$ cat config.mk
export PLATFORM = sky130hd
export DESIGN_NAME = debug_abstract_cmd_sequencer
export DESIGN_NICKNAME = d
export VERILOG_FILES = /design/src/rtl/debug_abstract_cmd_sequencer.sv
export SDC_FILE = /design/constraint.sdc
export NUM_CORES = 1
export LEC_CHECK = 0
export BUFFER_PORTS_ARGS = -buffer_cell sky130_fd_sc_hd__clkbuf_2
export CELL_PAD_IN_SITES_DETAIL_PLACEMENT = 0
export CELL_PAD_IN_SITES_GLOBAL_PLACEMENT = 1
export CORE_ASPECT_RATIO = 1.1
export CORE_MARGIN = 1
export CORE_UTILIZATION = 36
export DETAILED_ROUTE_END_ITERATION = 10
export GPL_ROUTABILITY_DRIVEN = 1
export GPL_TIMING_DRIVEN = 1
export PLACE_DENSITY_LB_ADDON = 0.1
export SYNTH_ARGS = -nofsm -noshare
export SYNTH_HDL_FRONTEND = slang
export SYNTH_SLANG_ARGS = --single-unit
$ cat constraint.sdc
create_clock -name clk -period 2.9 [get_ports clk]
set_input_delay 0.29 -clock clk [delete_from_list [all_inputs] [get_ports clk]]
set_output_delay 0.29 -clock clk [all_outputs]
set_load 0.02 [all_outputs]
$ cat src/rtl/debug_abstract_cmd_sequencer.sv
// debug_abstract_cmd_sequencer
//   Turns debug-module "access register" abstract commands into short
//   sequences of RISC-V CSR instructions injected into the core's
//   debug-mode instruction port. DSCRATCH is the data mailbox: it is
//   preloaded for writes and sampled for reads.
// Ports:
//   clk, rst_n                       clock, asynchronous active-low reset
//   cmd_valid/ready/write/regno/wdata abstract command from the debug module
//   scratch_we/wdata, scratch_rdata  DSCRATCH preload and current value
//   inst_valid/ready, inst           instruction injection handshake
//   exec_done, exec_exception        retirement status of injected instruction
//   rsp_valid/ready, rsp_data/err    command response (err 0/2/3)
module debug_abstract_cmd_sequencer #(
    parameter logic [11:0] DSCRATCH_ADDR = 12'h7B2,
    parameter logic [4:0]  TEMP_REG      = 5'd8,
    parameter logic [15:0] GPR_BASE      = 16'h1000
) (
    input  logic        clk,
    input  logic        rst_n,
    input  logic        cmd_valid,
    output logic        cmd_ready,
    input  logic        cmd_write,
    input  logic [15:0] cmd_regno,
    input  logic [31:0] cmd_wdata,
    output logic        scratch_we,
    output logic [31:0] scratch_wdata,
    input  logic [31:0] scratch_rdata,
    output logic        inst_valid,
    input  logic        inst_ready,
    output logic [31:0] inst,
    input  logic        exec_done,
    input  logic        exec_exception,
    output logic        rsp_valid,
    input  logic        rsp_ready,
    output logic [31:0] rsp_data,
    output logic [2:0]  rsp_err
);

    typedef enum logic [2:0] {IDLE, PRELOAD, ISSUE, WAIT, RESP} state_t;

    localparam logic [2:0] FN_CSRRW  = 3'b001;
    localparam logic [2:0] FN_CSRRS  = 3'b010;
    localparam logic [6:0] OP_SYSTEM = 7'b1110011;
    localparam logic [2:0] ERR_NONE  = 3'd0;
    localparam logic [2:0] ERR_NOSUP = 3'd2;
    localparam logic [2:0] ERR_EXC   = 3'd3;

    state_t      state_q, state_d;
    logic [1:0]  step_q;
    logic        wr_q, csr_q, exc_q;
    logic [11:0] csr_addr_q;
    logic [4:0]  gpr_q;
    logic [31:0] wdata_q;
    logic [31:0] rsp_data_q;
    logic [2:0]  rsp_err_q;

    logic [15:0] gpr_off;
    logic        cmd_is_csr, cmd_is_gpr;
    logic        mid_step, last_step;

    assign gpr_off    = cmd_regno - GPR_BASE;
    assign cmd_is_csr = cmd_regno < 16'h1000;
    assign cmd_is_gpr = (cmd_regno >= GPR_BASE) && (gpr_off < 16'd32);
    assign mid_step   = csr_q && (step_q == 2'd1);
    assign last_step  = csr_q ? (step_q == 2'd2) : (step_q == 2'd0);

    always_ff @(posedge clk or negedge rst_n) begin
        if (!rst_n) state_q <= IDLE;
        else        state_q <= state_d;
    end

    always_comb begin
        state_d = state_q;
        unique case (state_q)
            IDLE: if (cmd_valid) begin
                if (!(cmd_is_csr || cmd_is_gpr)) state_d = RESP;
                else if (cmd_write)              state_d = PRELOAD;
                else                             state_d = ISSUE;
            end
            PRELOAD: state_d = ISSUE;
            ISSUE:   if (inst_ready) state_d = WAIT;
            // A trap on the middle CSR step still issues the final step so
            // the borrowed temp register gets restored.
            WAIT: if (exec_done) begin
                if (exec_exception) state_d = mid_step ? ISSUE : RESP;
                else                state_d = last_step ? RESP : ISSUE;
            end
            RESP:    if (rsp_ready) state_d = IDLE;
            default: state_d = IDLE;
        endcase
    end

    always_ff @(posedge clk or negedge rst_n) begin
        if (!rst_n) begin
            step_q     <= '0;
            wr_q       <= 1'b0;
            csr_q      <= 1'b0;
            exc_q      <= 1'b0;
            csr_addr_q <= '0;
            gpr_q      <= '0;
            wdata_q    <= '0;
            rsp_data_q <= '0;
            rsp_err_q  <= '0;
        end else begin
            if (state_q == IDLE && cmd_valid) begin
                wr_q       <= cmd_write;
                csr_q      <= cmd_is_csr;
                csr_addr_q <= cmd_regno[11:0];
                gpr_q      <= gpr_off[4:0];
                wdata_q    <= cmd_wdata;
                step_q     <= '0;
                exc_q      <= 1'b0;
                rsp_data_q <= '0;
                rsp_err_q  <= (cmd_is_csr || cmd_is_gpr) ? ERR_NONE : ERR_NOSUP;
            end
            if (state_q == WAIT && exec_done) begin
                if (exec_exception) exc_q <= 1'b1;
                if (state_d == ISSUE) step_q <= step_q + 2'd1;
                if (state_d == RESP) begin
                    rsp_err_q  <= (exc_q || exec_exception) ? ERR_EXC : ERR_NONE;
                    rsp_data_q <= (!wr_q && !exc_q && !exec_exception) ? scratch_rdata : '0;
                end
            end
            if (state_q == RESP && rsp_ready) begin
                rsp_data_q <= '0;
                rsp_err_q  <= '0;
            end
        end
    end

    logic [11:0] f_csr;
    logic [4:0]  f_rs1, f_rd;
    logic [2:0]  f_fn3;

    always_comb begin
        f_csr = DSCRATCH_ADDR;
        f_rs1 = TEMP_REG;
        f_fn3 = FN_CSRRW;
        f_rd  = TEMP_REG;
        if (!csr_q) begin
            if (wr_q) begin
                f_rs1 = '0;
                f_fn3 = FN_CSRRS;
                f_rd  = gpr_q;
            end else begin
                f_rs1 = gpr_q;
                f_rd  = '0;
            end
        end else if (step_q == 2'd1) begin
            f_csr = csr_addr_q;
            if (wr_q) begin
                f_rd  = '0;
            end else begin
                f_rs1 = '0;
                f_fn3 = FN_CSRRS;
            end
        end
    end

    always_comb begin
        cmd_ready     = (state_q == IDLE);
        scratch_we    = (state_q == PRELOAD);
        scratch_wdata = (state_q == PRELOAD) ? wdata_q : '0;
        inst_valid    = (state_q == ISSUE);
        inst          = (state_q == ISSUE) ? {f_csr, f_rs1, f_fn3, f_rd, OP_SYSTEM} : '0;
        rsp_valid     = (state_q == RESP);
        rsp_data      = rsp_data_q;
        rsp_err       = rsp_err_q;
    end

endmodule

==> flow_summary.json <==
{
  "min_period_over_period_pct": 80.8,
  "cts_buffers": 9,
  "regToRegEndpoint": "rsp_data[25]$_DFF_PN0_",
  "grt_overflow": 0,
  "cts-hold-fix-buffers": 0,
  "start_util_pct": 37.2,
  "syn_area_sq_mm": 0.00431,
  "clkSinkCount": 87,
  "final_cell_area_sq_mm": 0.00562,
  "slew_headroom_pct": 25.3,
  "drc_errors": 0,
  "rrSetupSlack_ns": 0.88,
  "cts-root-buf": "clkbuf_16",
  "reg2regPathDepth": 7,
  "firstDrtPassIters": 4,
  "synth_area_per_cell_sq_um": 8.66,
  "io_pins": 191,
  "setup_viol": 0,
  "cts_tree": "yes",
  "rows": 41,
  "synth_top_family_by_area": "simple AND/OR/NAND/NOR gates",
  "routed_wl_um": 12000,
  "clock_latency_ns": 0.33,
  "synth-simple-area-share_pct": 29.0,
  "end_kind": "output pin",
  "vdd_drop_max_mv": 0.353,
  "post_cts_resized": 0,
  "r2r_start": "step_q[0]$_DFF_PN0_",
  "synth_top_area_share_pct": 50.5,
  "antenna_left": 0,
  "power_density_mw_per_mm2": 792,
  "synthFlopType": "dfrtp_1",
  "synthToLayoutAreaGrowth_pct": 30.2,
  "rsz0062_at_grt": "false",
  "cts_setup_buffers": 0,
  "clockBufferDepth": 2,
  "dpl.hpwl_um": 8060,
  "max_cap_viol_count": 0,
  "ys_seq_area_share_pct": 50.5,
  "synthMuxAreaShare_pct": 0.232,
  "core_area_sq_mm": 0.0116,
  "synthAdderAreaFrac_pct": 0.870,
  "total_power_w": 0.00445,
  "async_flop_share_pct": 100,
  "die_h_um": 117,
  "critPathLaunchType": "flop",
  "tns_ns": 0,
  "worst_pin_slew_ns": 1.12,
  "synth-compound-area-share_pct": 13.2,
  "grt_pass1_vias": 3660,
  "synth_enable_flop_cells": 0,
  "finClkSkew_ns": 0.00583,
  "path_cells": "nor2b_1, nand2b_1, nor3_1, and2_1, clkbuf_2",
  "cpPeakStageDelay_ns": 0.44,
  "clkTransAtPathRegs_ns": 0.06,
  "ys_warn_count": 0,
  "ys_ff_latch": 87,
  "setup.worst_path.end": "inst[16]",
  "diodes": 0,
  "place_area_sq_mm": 0.00530,
  "startpoint": "state_q[1]$_DFF_PN0_",
  "avgViaCountPerCell": 4.97,
  "cpMaxStageDelayCell": "dfrtp_1",
  "period_minus_slack_ns": 2.34,
  "fin_worst_hold_slack_ns": 0.144,
  "final_common_cell": "clkbuf_2",
  "place_congestion": 0.805,
  "grt_max_degree": 88,
  "synth_top_cell_by_area": "dfrtp_1",
  "grt_usage_pct": 19.4,
  "hold_violations": 0,
  "ys_types": 36,
  "mostFrequentLayoutCells": "186 x clkbuf_2, 139 x nand2_1, 87 x dfrtp_1, 46 x and2_1, 35 x a21oi_1",
  "hp-class": "in2reg",
  "h-tree-depth": 3,
  "layout.nets": 750,
  "yosys.area_share.xor_xnor_pct": 0,
  "grt_pass1_wl_um": 19000,
  "cp.arrival_ns": 2.05,
  "antenna_found_initial": 0,
  "layout-drive-gt1-share_pct": 33.9,
  "status": "completed",
  "required_ns": 2.61,
  "portBuffers": 187,
  "wl_per_cell_um": 14.7,
  "synth_cells": 498,
  "die_area_sq_mm": 0.0124,
  "fmax_mhz": 427,
  "synth.area.top_cells": "dfrtp_1 50%, nand2_1 12%, and2_1 6.8%",
  "critPathMaxFanout": 13,
  "drt-initial-drc-count": 206,
  "slew_viol_final": 0,
  "die_w_um": 106,
  "worstSetupPathType": "reg2out",
  "p_leak_nw": 2.98,
  "vias": 4040
}
## kinds of logic after synthesis
| kind of cell | after synthesis |
|---|---|
| AND/OR/NAND/NOR | 264 |
| flip-flops | 87 |
| multiplexers | 1 |
| buffers and inverters | 57 |
| other | 1 |
| adder cells (fa/ha/maj) | 3 |
| AO/OA/AOI/OAI | 85 |
## worst max-delay path, delay by kind of cell, from the launching register on
kind	cells	cell delay, ns
buffers and inverters	1	0.16
DFF	1	0.44
and+or+nand+nor	4	1.12
## per-stage QoR
stage	worst slack (ns)	util, %	cells
5_1_grt	0.329	48.4	813
4_1_cts	0.524	48.4	813
2_1_floorplan	0.957	-	500
3_5_place_dp	0.840	45.7	798
6_report	0.556	48.4	813
3_3_place_gp	0.885	45.7	798
## state kept, by name, summed over array words and instances, names as in the netlist
name and cells:
rsp_err 3, exc_q 1, csr_addr_q 12, rsp_data 32
wdata_q 32, csr_q 1, state_q 3, step_q 2
wr_q 1
## power breakdown
| group | total [W] | switching (W) | internal, W |
|---|---|---|---|
| clock | 0.00122 | 0.000472 | 0.000748 |
| combinational | 0.00147 | 0.00102 | 0.000455 |
| sequential | 0.00176 | 0.000212 | 0.00155 |
## cells in the mapped netlist (3+ instances only)
cell / n
and2_1: 47
ha_1: 3
buf_2: 17
o31ai_1: 3
inv_1: 7
a21oi_1: 35
buf_4: 8
dfrtp_1: 87
nor3_1: 4
nand2_1: 140
nor2_1: 22
o211ai_1: 33
nand4_1: 32
nand3_1: 6
clkbuf_1: 25
nand2b_1: 4
## per-layer routing
layer  wire, um  up-vias  GRT usage (%)
li1           -     1991              -
met1       5390     1893           26.7
met2       5570      140           30.2
met3        812       16           4.15
met4        213        0           7.41
met5          0        -              0
## cell type report
class / instances / area [sq um]
clock buffers: 9 / 225
clock inverters: 6 / 86.3
fillers: 1169 / 5980
inverters: 7 / 26.3
multi-input cells: 356 / 1890
flip-flops and latches: 87 / 2180
well taps: 150 / 188
repair buffers: 198 / 1020
## worst min-delay path by stage
| stage | slack [ns] | from | cells past startpoint | to |
|---|---|---|---|---|
| floorplan | -0.006 | rst_n | 0 | csr_addr_q[0]$_DFFE_PN0P_ |
| global placement | 0.45 | wdata_q[7]$_DFFE_PN0P_ | 2 | wdata_q[7]$_DFFE_PN0P_ |
| detailed placement | 0.45 | wdata_q[19]$_DFFE_PN0P_ | 2 | wdata_q[19]$_DFFE_PN0P_ |
| CTS | 0.14 | cmd_wdata[19] | 3 | wdata_q[19]$_DFFE_PN0P_ |
| global route | 0.14 | cmd_wdata[17] | 3 | wdata_q[17]$_DFFE_PN0P_ |
| finish | 0.14 | cmd_wdata[6] | 3 | wdata_q[6]$_DFFE_PN0P_ |
Note: power is estimated with default switching activity, not from simulation.
